File: config.mk
export PLATFORM = sky130hd
export DESIGN_NAME = ovi_vpu_exec
export DESIGN_NICKNAME = d
export VERILOG_FILES = /design/src/rtl/ovi_vpu_exec.sv
export SDC_FILE = /design/constraint.sdc
export NUM_CORES = 1
export LEC_CHECK = 0
export ABC_AREA = 1
export CORE_MARGIN = 10
export CORE_UTILIZATION = 25
export DETAILED_ROUTE_END_ITERATION = 16
export SYNTH_ARGS = -nofsm -noshare
export SYNTH_HDL_FRONTEND = slang
export SYNTH_SLANG_ARGS = --single-unit
File: constraint.sdc
create_clock -name CLK -period 4.5 [get_ports CLK]
set_clock_uncertainty 0.2 [all_clocks]
set_input_delay 0.9 -clock CLK [delete_from_list [all_inputs] [get_ports CLK]]
set_output_delay 0.9 -clock CLK [all_outputs]
set_load 0.1 [all_outputs]
File: src/rtl/ovi_vpu_exec.sv
// Vector-side stand-in for OVI bring-up: buffers issued instructions, executes them
// one at a time with a vl/sew-derived latency, and returns completion plus credit.
module ovi_vpu_exec #(
    parameter int unsigned INSTR_W    = 32,
    parameter int unsigned OPND_W     = 64,
    parameter int unsigned VL_W       = 15,
    parameter int unsigned SEW_W      = 3,
    parameter int unsigned DEPTH      = 4,
    parameter int unsigned LANE_BYTES = 8,
    parameter int unsigned PIPE_LAT   = 2,
    parameter int unsigned VLMAX      = 256
) (
    input  logic               CLK,
    input  logic               RST,
    input  logic               ISSUE_VALID,
    input  logic [INSTR_W-1:0] ISSUE_INSTR,
    input  logic [OPND_W-1:0]  ISSUE_OPND,
    input  logic [VL_W-1:0]    ISSUE_VL,
    input  logic [SEW_W-1:0]   ISSUE_SEW,
    output logic               ISSUE_CREDIT,
    output logic               COMPLETED_VALID,
    output logic [INSTR_W-1:0] COMPLETED_INSTR,
    output logic [4:0]         COMPLETED_DEST,
    output logic               COMPLETED_ILLEGAL,
    output logic               BUSY,
    output logic               OVERFLOW
);

    localparam int unsigned PTR_W   = $clog2(DEPTH);
    localparam int unsigned CNT_W   = PTR_W + 1;
    localparam int unsigned BYTES_W = VL_W + 4;
    localparam int unsigned LAT_W   = BYTES_W + 2;
    localparam int unsigned LANE_SH = $clog2(LANE_BYTES);

    typedef enum logic [1:0] {ST_IDLE, ST_EXEC, ST_DONE} state_e;

    state_e state_q, state_d;

    logic [INSTR_W-1:0] fifo_instr_q [DEPTH];
    logic [OPND_W-1:0]  fifo_opnd_q  [DEPTH];
    logic [VL_W-1:0]    fifo_vl_q    [DEPTH];
    logic [SEW_W-1:0]   fifo_sew_q   [DEPTH];

    logic [PTR_W-1:0]   wr_ptr_q, rd_ptr_q;
    logic [CNT_W-1:0]   count_q, count_d;
    logic [LAT_W-1:0]   cnt_q;
    logic [INSTR_W-1:0] cur_instr_q;
    logic [OPND_W-1:0]  cur_opnd_q;
    logic               cur_illegal_q;
    logic               push, pop;

    logic [BYTES_W-1:0] head_bytes, head_beats;
    logic [LAT_W-1:0]   head_lat;
    logic               head_illegal;

    logic               valid_q, valid_d;
    logic               credit_q, credit_d;
    logic [INSTR_W-1:0] instr_q, instr_d;
    logic [4:0]         dest_q, dest_d;
    logic               illegal_q, illegal_d;
    logic               busy_q, busy_d;
    logic               overflow_q, overflow_d;

    // The operand is carried with the entry but has no effect on timing.
    logic               unused_opnd;
    assign unused_opnd = ^cur_opnd_q;

    // Execute latency of the FIFO head; illegal instructions take a single beat.
    always_comb begin
        head_illegal = (fifo_sew_q[rd_ptr_q] > SEW_W'(3)) ||
                       (fifo_vl_q[rd_ptr_q] > VL_W'(VLMAX));
        head_bytes   = BYTES_W'(fifo_vl_q[rd_ptr_q]) << fifo_sew_q[rd_ptr_q][1:0];
        head_beats   = (head_bytes + BYTES_W'(LANE_BYTES - 1)) >> LANE_SH;
        if (head_beats == '0) begin
            head_beats = BYTES_W'(1);
        end
        head_lat = head_illegal ? LAT_W'(1) : LAT_W'(head_beats) + LAT_W'(PIPE_LAT);
    end

    always_ff @(posedge CLK) begin
        if (RST) begin
            state_q <= ST_IDLE;
        end else begin
            state_q <= state_d;
        end
    end

    // Next state, FIFO pop/push decisions and occupancy.
    always_comb begin
        state_d = state_q;
        pop     = 1'b0;
        case (state_q)
            ST_IDLE: begin
                if (count_q != '0) begin
                    pop     = 1'b1;
                    state_d = ST_EXEC;
                end
            end
            ST_EXEC: begin
                if (cnt_q == '0) begin
                    state_d = ST_DONE;
                end
            end
            ST_DONE: begin
                if (count_q != '0) begin
                    pop     = 1'b1;
                    state_d = ST_EXEC;
                end else begin
                    state_d = ST_IDLE;
                end
            end
            default: state_d = ST_IDLE;
        endcase
        push    = ISSUE_VALID && ((count_q < CNT_W'(DEPTH)) || pop);
        count_d = count_q + CNT_W'(push) - CNT_W'(pop);
    end

    // Output values for the coming cycle, registered below.
    always_comb begin
        valid_d    = (state_d == ST_DONE);
        credit_d   = (state_d == ST_DONE);
        instr_d    = '0;
        dest_d     = '0;
        illegal_d  = 1'b0;
        if (state_d == ST_DONE) begin
            instr_d   = cur_instr_q;
            dest_d    = cur_instr_q[11:7];
            illegal_d = cur_illegal_q;
        end
        busy_d     = (count_d != '0) || (state_d != ST_IDLE);
        overflow_d = overflow_q || (ISSUE_VALID && !push);
    end

    always_ff @(posedge CLK) begin
        if (push) begin
            fifo_instr_q[wr_ptr_q] <= ISSUE_INSTR;
            fifo_opnd_q[wr_ptr_q]  <= ISSUE_OPND;
            fifo_vl_q[wr_ptr_q]    <= ISSUE_VL;
            fifo_sew_q[wr_ptr_q]   <= ISSUE_SEW;
        end
    end

    always_ff @(posedge CLK) begin
        if (RST) begin
            wr_ptr_q      <= '0;
            rd_ptr_q      <= '0;
            count_q       <= '0;
            cnt_q         <= '0;
            cur_instr_q   <= '0;
            cur_opnd_q    <= '0;
            cur_illegal_q <= 1'b0;
        end else begin
            count_q <= count_d;
            if (push) begin
                wr_ptr_q <= wr_ptr_q + PTR_W'(1);
            end
            if (pop) begin
                rd_ptr_q      <= rd_ptr_q + PTR_W'(1);
                cur_instr_q   <= fifo_instr_q[rd_ptr_q];
                cur_opnd_q    <= fifo_opnd_q[rd_ptr_q];
                cur_illegal_q <= head_illegal;
                cnt_q         <= head_lat - LAT_W'(1);
            end else if ((state_q == ST_EXEC) && (cnt_q != '0)) begin
                cnt_q <= cnt_q - LAT_W'(1);
            end
        end
    end

    always_ff @(posedge CLK) begin
        if (RST) begin
            valid_q    <= 1'b0;
            credit_q   <= 1'b0;
            instr_q    <= '0;
            dest_q     <= '0;
            illegal_q  <= 1'b0;
            busy_q     <= 1'b0;
            overflow_q <= 1'b0;
        end else begin
            valid_q    <= valid_d;
            credit_q   <= credit_d;
            instr_q    <= instr_d;
            dest_q     <= dest_d;
            illegal_q  <= illegal_d;
            busy_q     <= busy_d;
            overflow_q <= overflow_d;
        end
    end

    assign COMPLETED_VALID   = valid_q;
    assign ISSUE_CREDIT      = credit_q;
    assign COMPLETED_INSTR   = instr_q;
    assign COMPLETED_DEST    = dest_q;
    assign COMPLETED_ILLEGAL = illegal_q;
    assign BUSY              = busy_q;
    assign OVERFLOW          = overflow_q;

endmodule

==> flow_metrics.tcl, run 1 <==
set metrics [dict create \
    synthAdderAreaFrac_pct 1.11 \
    post-route-period-util_pct 89.6 \
    cts_tree "yes" \
    initial_core_util_pct 25.4 \
    period_needed_ns 4.03 \
    outcome "complete, no violations" \
    crit_type "reg -> reg" \
    crit_fanout 44 \
    fmax_ghz 0.248 \
    hold_buffers 0 \
    cp-start-kind "register" \
    maxSlewViolCount 0 \
    viasPerCell 4.42 \
    tns_ns 0 \
    design.core.area_um2 51600 \
    nNetsFinal 1578 \
    max_cap_viol_count 0 \
    drtPass1Iterations 5 \
    port_buffers 94 \
    cts_buffers 29 \
    crit_path_end_kind "register" \
    met1_usage_pct 11.5 \
    cts.clk_slew.worst_paths_ns 0.07 \
    seq_power_share_pct 33.4 \
    fp.dieH_um 249 \
    num_rows 83 \
    ys_ff_latch 301 \
    cts_root_buffer "clkbuf_16" \
    timing.rr.end "cnt_q[12]$_SDFFE_PP0P_" \
    instances_no_fill 2154 \
    ioPinCount 159 \
    synth.distinct_cells 46 \
    cts_setup_buffers 0 \
    cts.sinks 301 \
    r2r_setup_slack_ns 0.47 \
    grt_antenna_before_repair 4 \
    syn_inst 1368 \
    seq_area_frac_synth_pct 61.2 \
    place_congestion 0.804 \
    synth.cell_area_um2 13100 \
    clkLatencyLatePin_ns 0.58 \
    synth_area_per_cell_um2 9.59 \
    synth-simple-area-share_pct 21.5 \
    die_w_um 249 \
    grt_use_met3_pct 1.93 \
    p_sw_mw 4.47 \
    synth-edff-count 200 \
    ir_drop_v 0.000301 \
    combPwrFrac_pct 41.6 \
    grt_pass1_vias 9670 \
    area_growth_pct 21.1 \
    grt_usage_pct 9.91 \
    worstSetupEndpoint "cnt_q[12]$_SDFFE_PP0P_" \
    vias 9510 \
    grt_first_pass_wirelength_um 50800 \
    power_density_nw_per_um2 685 \
    critPathMaxStageDelay_ns 0.32 \
    required_ns 4.83 \
    slew-limit-headroom_pct 29.8 \
    die_area_um2 62000 \
    r2r_cells 28 \
    slowest_stage "dfxtp_1" \
    cts_buffer_depth 3 \
    synthXorXnorAreaFrac_pct 0.801 \
    drc_errors 0 \
    place_hpwl_um 20500 \
    grt_max_degree 89 \
    postRouteAntennaNets 0 \
    switching_share_pct 41.1 \
    synth_top_family_by_area "simple AND/OR/NAND/NOR gates" \
    synth_compound_area_share_pct 9.21 \
    hp-class "reg -> reg" \
    drtIter0Drc 485 \
    muxShareOfSynthArea_pct 0 \
    power.internal_mw 6.41 \
    use_met2_pct 17.6 \
    synth_fp_nets 1496 \
    wl_um 31700 \
    finalHoldViolations 0 \
    yosysWarnings 0 \
    placedCellCount 2099 \
    leakagePower_nw 5.89 \
    worst_slew_pin_slew_ns 1.05 \
    grt_busiest_layer "met2" \
    drive_gt1_share_pct 9.91 \
    htreeDepth 1 \
    grt.overflow.total 0 \
    rsz0062_at_grt "false" \
    finalSetupViolCount 0 \
    wl_per_cell_um 14.7 \
    clockPowerShare_pct 24.9 \
    synthArstFlopShare_pct 0 \
    synth_ff_type "edfxtp_1" \
    arrival_ns 4.36 \
]
layout make-up:
cell class / count / area (um2)
multi-input cells: 892 / 4320
diodes: 1 / 2.50
fillers: 5237 / 35700
well taps: 680 / 851
clock buffers: 34 / 817
clock inverters: 20 / 280
repair buffers: 119 / 1180
inverters: 107 / 409
flip-flops and latches: 301 / 8030
power groups by stage:
stage	logic [mW]	clock network [mW]	registers (mW)
4_1_cts	4.56	2.79	3.63
6_report	4.53	2.71	3.63
2_1_floorplan	3.53	0	3.70
3_5_place_dp	4.54	0	3.69
3_3_place_gp	4.46	0	3.68
5_1_grt	5.17	2.88	3.68
synth_stat cells (12+ instances only):
| cell | number | area share, % |
|---|---|---|
| nand3_1 | 84 | 3.2 |
| dfxtp_1 | 101 | 15 |
| buf_1 | 12 | 0.34 |
| buf_4 | 15 | 0.86 |
| o21ai_0 | 124 | 4.7 |
| a21oi_1 | 29 | 1.1 |
| clkbuf_1 | 26 | 0.74 |
| edfxtp_1 | 200 | 46 |
| nand2_2 | 25 | 1.2 |
| a31oi_1 | 35 | 1.7 |
| inv_1 | 98 | 2.8 |
| nand2_1 | 273 | 7.8 |
| nor2_1 | 215 | 6.2 |
metal layers:
| metal | vias to the layer above | part of all wire (%) |
|---|---|---|
| met1 | 4427 | 42 |
| met3 | 67 | 5.6 |
| met2 | 232 | 49 |
| met5 | - | 0.17 |
| li1 | 4776 | - |
| met4 | 8 | 2.9 |
per-stage QoR:
stage / util, % / hold WS [ns] / instance area, um2 / total power, mW / worst slack, ns
floorplan: - / 0.205 / 13100 / 7.23 / 0.510
global placement: 28.6 / 0.213 / 14800 / 8.14 / 0.488
detailed placement: 28.6 / 0.217 / 14800 / 8.23 / 0.422
CTS: 30.8 / 0.230 / 15900 / 11.0 / 0.430
global route: 30.8 / 0.248 / 15900 / 11.7 / 0.0464
finish: 30.8 / 0.227 / 15900 / 10.9 / 0.469
cells by family after synthesis:
family | after synthesis
AND/OR/NAND/NOR | 651
flip-flops | 301
AO/OA/AOI/OAI | 218
buffers and inverters | 175
XOR/XNOR | 12
adder cells (fa/ha/maj) | 11
timing repair:
item                                   in CTS  in global routing
gates resized for setup                     0                  1
endpoints found under the hold margin       0                  0
setup endpoints to repair                   0                  1
placed cells by master (no fill, tap or decap), types with 25 or more instances in the layout:
cell type,count
a21oi_1,29
a31oi_1,35
clkbuf_16,31
clkdlybuf4s50_1,94
dfxtp_1,100
edfxtp_1,200
inv_1,98
nand2_1,273
nand2_2,25
nand3_1,84
nor2_1,209
o21ai_0,124
state kept, by name (all words and copies together), names as in the netlist, named ones only:
name               count
cur_instr_q           32
count_q                3
wr_ptr_q               2
cur_illegal_q          1
cnt_q                 21
fifo_instr_q         128
rd_ptr_q               2
COMPLETED_ILLEGAL      1
fifo_vl_q             60
ISSUE_CREDIT           1
BUSY                   1
COMPLETED_INSTR       32
OVERFLOW               1
fifo_sew_q            12
state_q                2
worst min-delay path by stage:
stage                                       from                              to  slack (ns)  cells past startpoint
global route        cur_instr_q[11]$_SDFFE_PP0P_  COMPLETED_INSTR[11]$_SDFF_PP0_        0.25                      2
floorplan            cur_instr_q[0]$_SDFFE_PP0P_   COMPLETED_INSTR[0]$_SDFF_PP0_        0.21                      2
finish              cur_instr_q[14]$_SDFFE_PP0P_  COMPLETED_INSTR[14]$_SDFF_PP0_        0.23                      2
CTS                  cur_instr_q[9]$_SDFFE_PP0P_   COMPLETED_INSTR[9]$_SDFF_PP0_        0.23                      2
global placement    cur_instr_q[14]$_SDFFE_PP0P_  COMPLETED_INSTR[14]$_SDFF_PP0_        0.21                      2
detailed placement   cur_instr_q[9]$_SDFFE_PP0P_   COMPLETED_INSTR[9]$_SDFF_PP0_        0.22                      2
critical path: cells and delay by family, from the launching register on:
kind	cells	cell delay [ns]
AOI/OAI and AO/OA	3	0.42
adders and majority gates	1	0.18
buffers and inverters	6	0.79
DFF	1	0.32
and+or+nand+nor	18	2.04
No activity file was read; power rests on OpenSTA's default activity.
==> run 2: changes to the inputs <==
--- a/config.mk
+++ b/config.mk
@@ -9,6 +9,7 @@
 export CORE_MARGIN = 10
 export CORE_UTILIZATION = 25
 export DETAILED_ROUTE_END_ITERATION = 16
+export MAX_ROUTING_LAYER = met4
 export SYNTH_ARGS = -nofsm -noshare
 export SYNTH_HDL_FRONTEND = slang
 export SYNTH_SLANG_ARGS = --single-unit
==> run 2 against run 1 <==
  * First-iteration DRC count up 36%
  * Critical endpoint unchanged
  * Global-route usage increased by 0.23 points
  * Clock power down 4%
  * Highest routed layer is now met4
  * Critical path depth increased by 1
  * Register-to-register slack better by 0.02 ns
  * Total power is 0.66% lower
  * Sequential share of layout area increased by 0.14 points
  * Sequential cell count unchanged
  * Via count increased by 0.36%
  * Hold slack about the same
==> flow_metrics.tcl, run 2 (synthesis results as in run 1) <==
set metrics [dict create \
    grt_max_degree 89 \
    cts.clk_slew.worst_paths_ns 0.06 \
    drive_gt1_share_pct 9.59 \
    die_w_um 249 \
    m1WireLength_um 14300 \
    required_ns 4.77 \
    crit_fanout 44 \
    viasPerCell 4.43 \
    num_rows 83 \
    crit_path_end_kind "register" \
    setup_slack_ns 0.490 \
    crit_type "reg -> reg" \
    grt.overflow.total 0 \
    vias 9544 \
    place_congestion 0.821 \
    leakagePower_nw 5.87 \
    drc_errors 0 \
    postRouteAntennaNets 0 \
    drtIter0Drc 660 \
    grt_usage_pct 10.1 \
    critPathMaxStageDelay_ns 0.35 \
    tns_ns 0 \
    reg.largest.list "fifo_instr_q: 128 flops, fifo_vl_q: 60 flops" \
    wl_per_cell_um 14.8 \
    grt_first_pass_wirelength_um 50400 \
    timing.rr.end "cnt_q[12]$_SDFFE_PP0P_" \
    largest_register_ff_count 128 \
    cts_buffer_depth 3 \
    cts_setup_buffers 0 \
    fp.dieH_um 249 \
    final_core_util_pct 30.7 \
    largest_register "fifo_instr_q" \
    wl_um 32000 \
    outcome "complete, no violations" \
    grt_pass1_vias 9423 \
    ioPinCount 159 \
    cts_root_buffer "clkbuf_16" \
    slew-limit-headroom_pct 29.6 \
    slowest_stage "dfxtp_1" \
    final_common_cell "nand2_1" \
    place_hpwl_um 20100 \
    grt_antenna_before_repair 4 \
    ir_drop_v 0.000352 \
    worst_slew_pin_slew_ns 1.05 \
    worstSetupEndpoint "cnt_q[12]$_SDFFE_PP0P_" \
    finalSetupViolCount 0 \
    period_needed_ns 4.01 \
    place_area_um2 14800 \
    final-seq-area_um2 8030 \
    area_growth_pct 20.8 \
    r2r_setup_slack_ns 0.49 \
    power_mw 10.8 \
    cts_buffers 29 \
    multi_input_area_um2 4320 \
    cts_tree "yes" \
    htreeDepth 1 \
    finalHoldViolations 0 \
    nNetsFinal 1577 \
    pre_cts_ws_ns 0.383 \
    cp_common_cell "nand2_1" \
    route.met2.wl_um 15500 \
    maxSlewViolCount 0 \
    max_cap_viol_count 0 \
    fmax_ghz 0.249 \
    port_buffers 94 \
    final_cell_mix "nand2_1 (273), nor2_1 (210), edfxtp_1 (200), o21ai_0 (124), dfxtp_1 (100)" \
    die_area_um2 62000 \
    clkLatencyLatePin_ns 0.58 \
    met3_length_um 1370 \
    post-route-period-util_pct 89.1 \
    top_layer "met4" \
    arrival_ns 4.28 \
    design.core.area_um2 51600 \
    hp-class "reg -> reg" \
    final_area_um2 15800 \
    cp-start-kind "register" \
    r2r_cells 29 \
    drtPass1Iterations 7 \
    initial_core_util_pct 25.4 \
    power_density_nw_per_um2 682 \
    rsz0062_at_grt "false" \
    hold_buffers 0 \
    fillers 5268 \
    cts.sinks 301 \
]
-- run 2: changes by cell type in the layout (fill, tap and decap cells not counted), sizes merged --
cell / previous run / this run
buf: 25 / 24
inv: 109 / 108
clkinv: 10 / 8
bufinv: 5 / 3
clkbuf: 34 / 38
diode: 1 / 4
-- run 2: per-layer routing --
layer,vias up,GRT usage (%)
met4,0,3.69
met5,-,-
met2,194,17.4
met3,54,1.74
met1,4529,11.8
li1,4767,-
-- run 2: area by class of cell --
class                   count  share of cell area (%)
diodes                      4                  0.0632
clock buffers              38                    5.37
clock inverters            15                    1.19
inverters                 107                    2.58
multi-input cells         892                    27.3
flip-flops and latches    301                    50.7
well taps                 680                    5.37
repair buffers            118                    7.47
-- run 2: worst min-delay path by stage --
| stage | startpoint | to | cells after the start |
|---|---|---|---|
| floorplan | cur_instr_q[0]$_SDFFE_PP0P_ | COMPLETED_INSTR[0]$_SDFF_PP0_ | 2 |
| global placement | cur_instr_q[6]$_SDFFE_PP0P_ | COMPLETED_INSTR[6]$_SDFF_PP0_ | 2 |
| detailed placement | cur_instr_q[9]$_SDFFE_PP0P_ | COMPLETED_INSTR[9]$_SDFF_PP0_ | 2 |
| CTS | cur_instr_q[9]$_SDFFE_PP0P_ | COMPLETED_INSTR[9]$_SDFF_PP0_ | 2 |
| global route | cur_instr_q[9]$_SDFFE_PP0P_ | COMPLETED_INSTR[9]$_SDFF_PP0_ | 2 |
| finish | cur_instr_q[9]$_SDFFE_PP0P_ | COMPLETED_INSTR[9]$_SDFF_PP0_ | 2 |
-- run 2: through the flow --
stage / instances / hold slack [ns]
final: 2155 / 0.226
after global routing: 2155 / 0.250
after CTS: 2151 / 0.226
after detailed placement: 2098 / 0.215
after global placement: 2098 / 0.218
after floorplan: 1368 / 0.205
-- run 2: power breakdown --
part           internal [mW]  switching, mW  total (mW)  leakage [nW]
Combinational           1.38           3.18        4.56          2.70
Sequential              3.42          0.212        3.63          2.66
Clock                   1.52           1.09        2.61         0.506
Total                   6.32           4.49        10.8          5.87
-- run 2: critical path, delay by kind of cell (launching register included) --
family,cells,cell delay (ns)
buffers and inverters,5,0.57
and+or+nand+nor,21,2.29
DFF,1,0.35
AOI/OAI and AO/OA,2,0.26
adders and majority gates,1,0.20
-- run 2: timing repair --
item | 4_1_cts | 5_1_grt
endpoints found under the hold margin | 0 | 0
endpoints found under the setup margin | 0 | 2
resized for setup | 0 | 1
==> run 3: changes to the inputs <==
--- a/config.mk
+++ b/config.mk
@@ -13,3 +13,4 @@
 export SYNTH_ARGS = -nofsm -noshare
 export SYNTH_HDL_FRONTEND = slang
 export SYNTH_SLANG_ARGS = --single-unit
+export TNS_END_PERCENT = 1
==> results of run 3 <==
Final layout, timing and power as in run 2 (identical DEF).
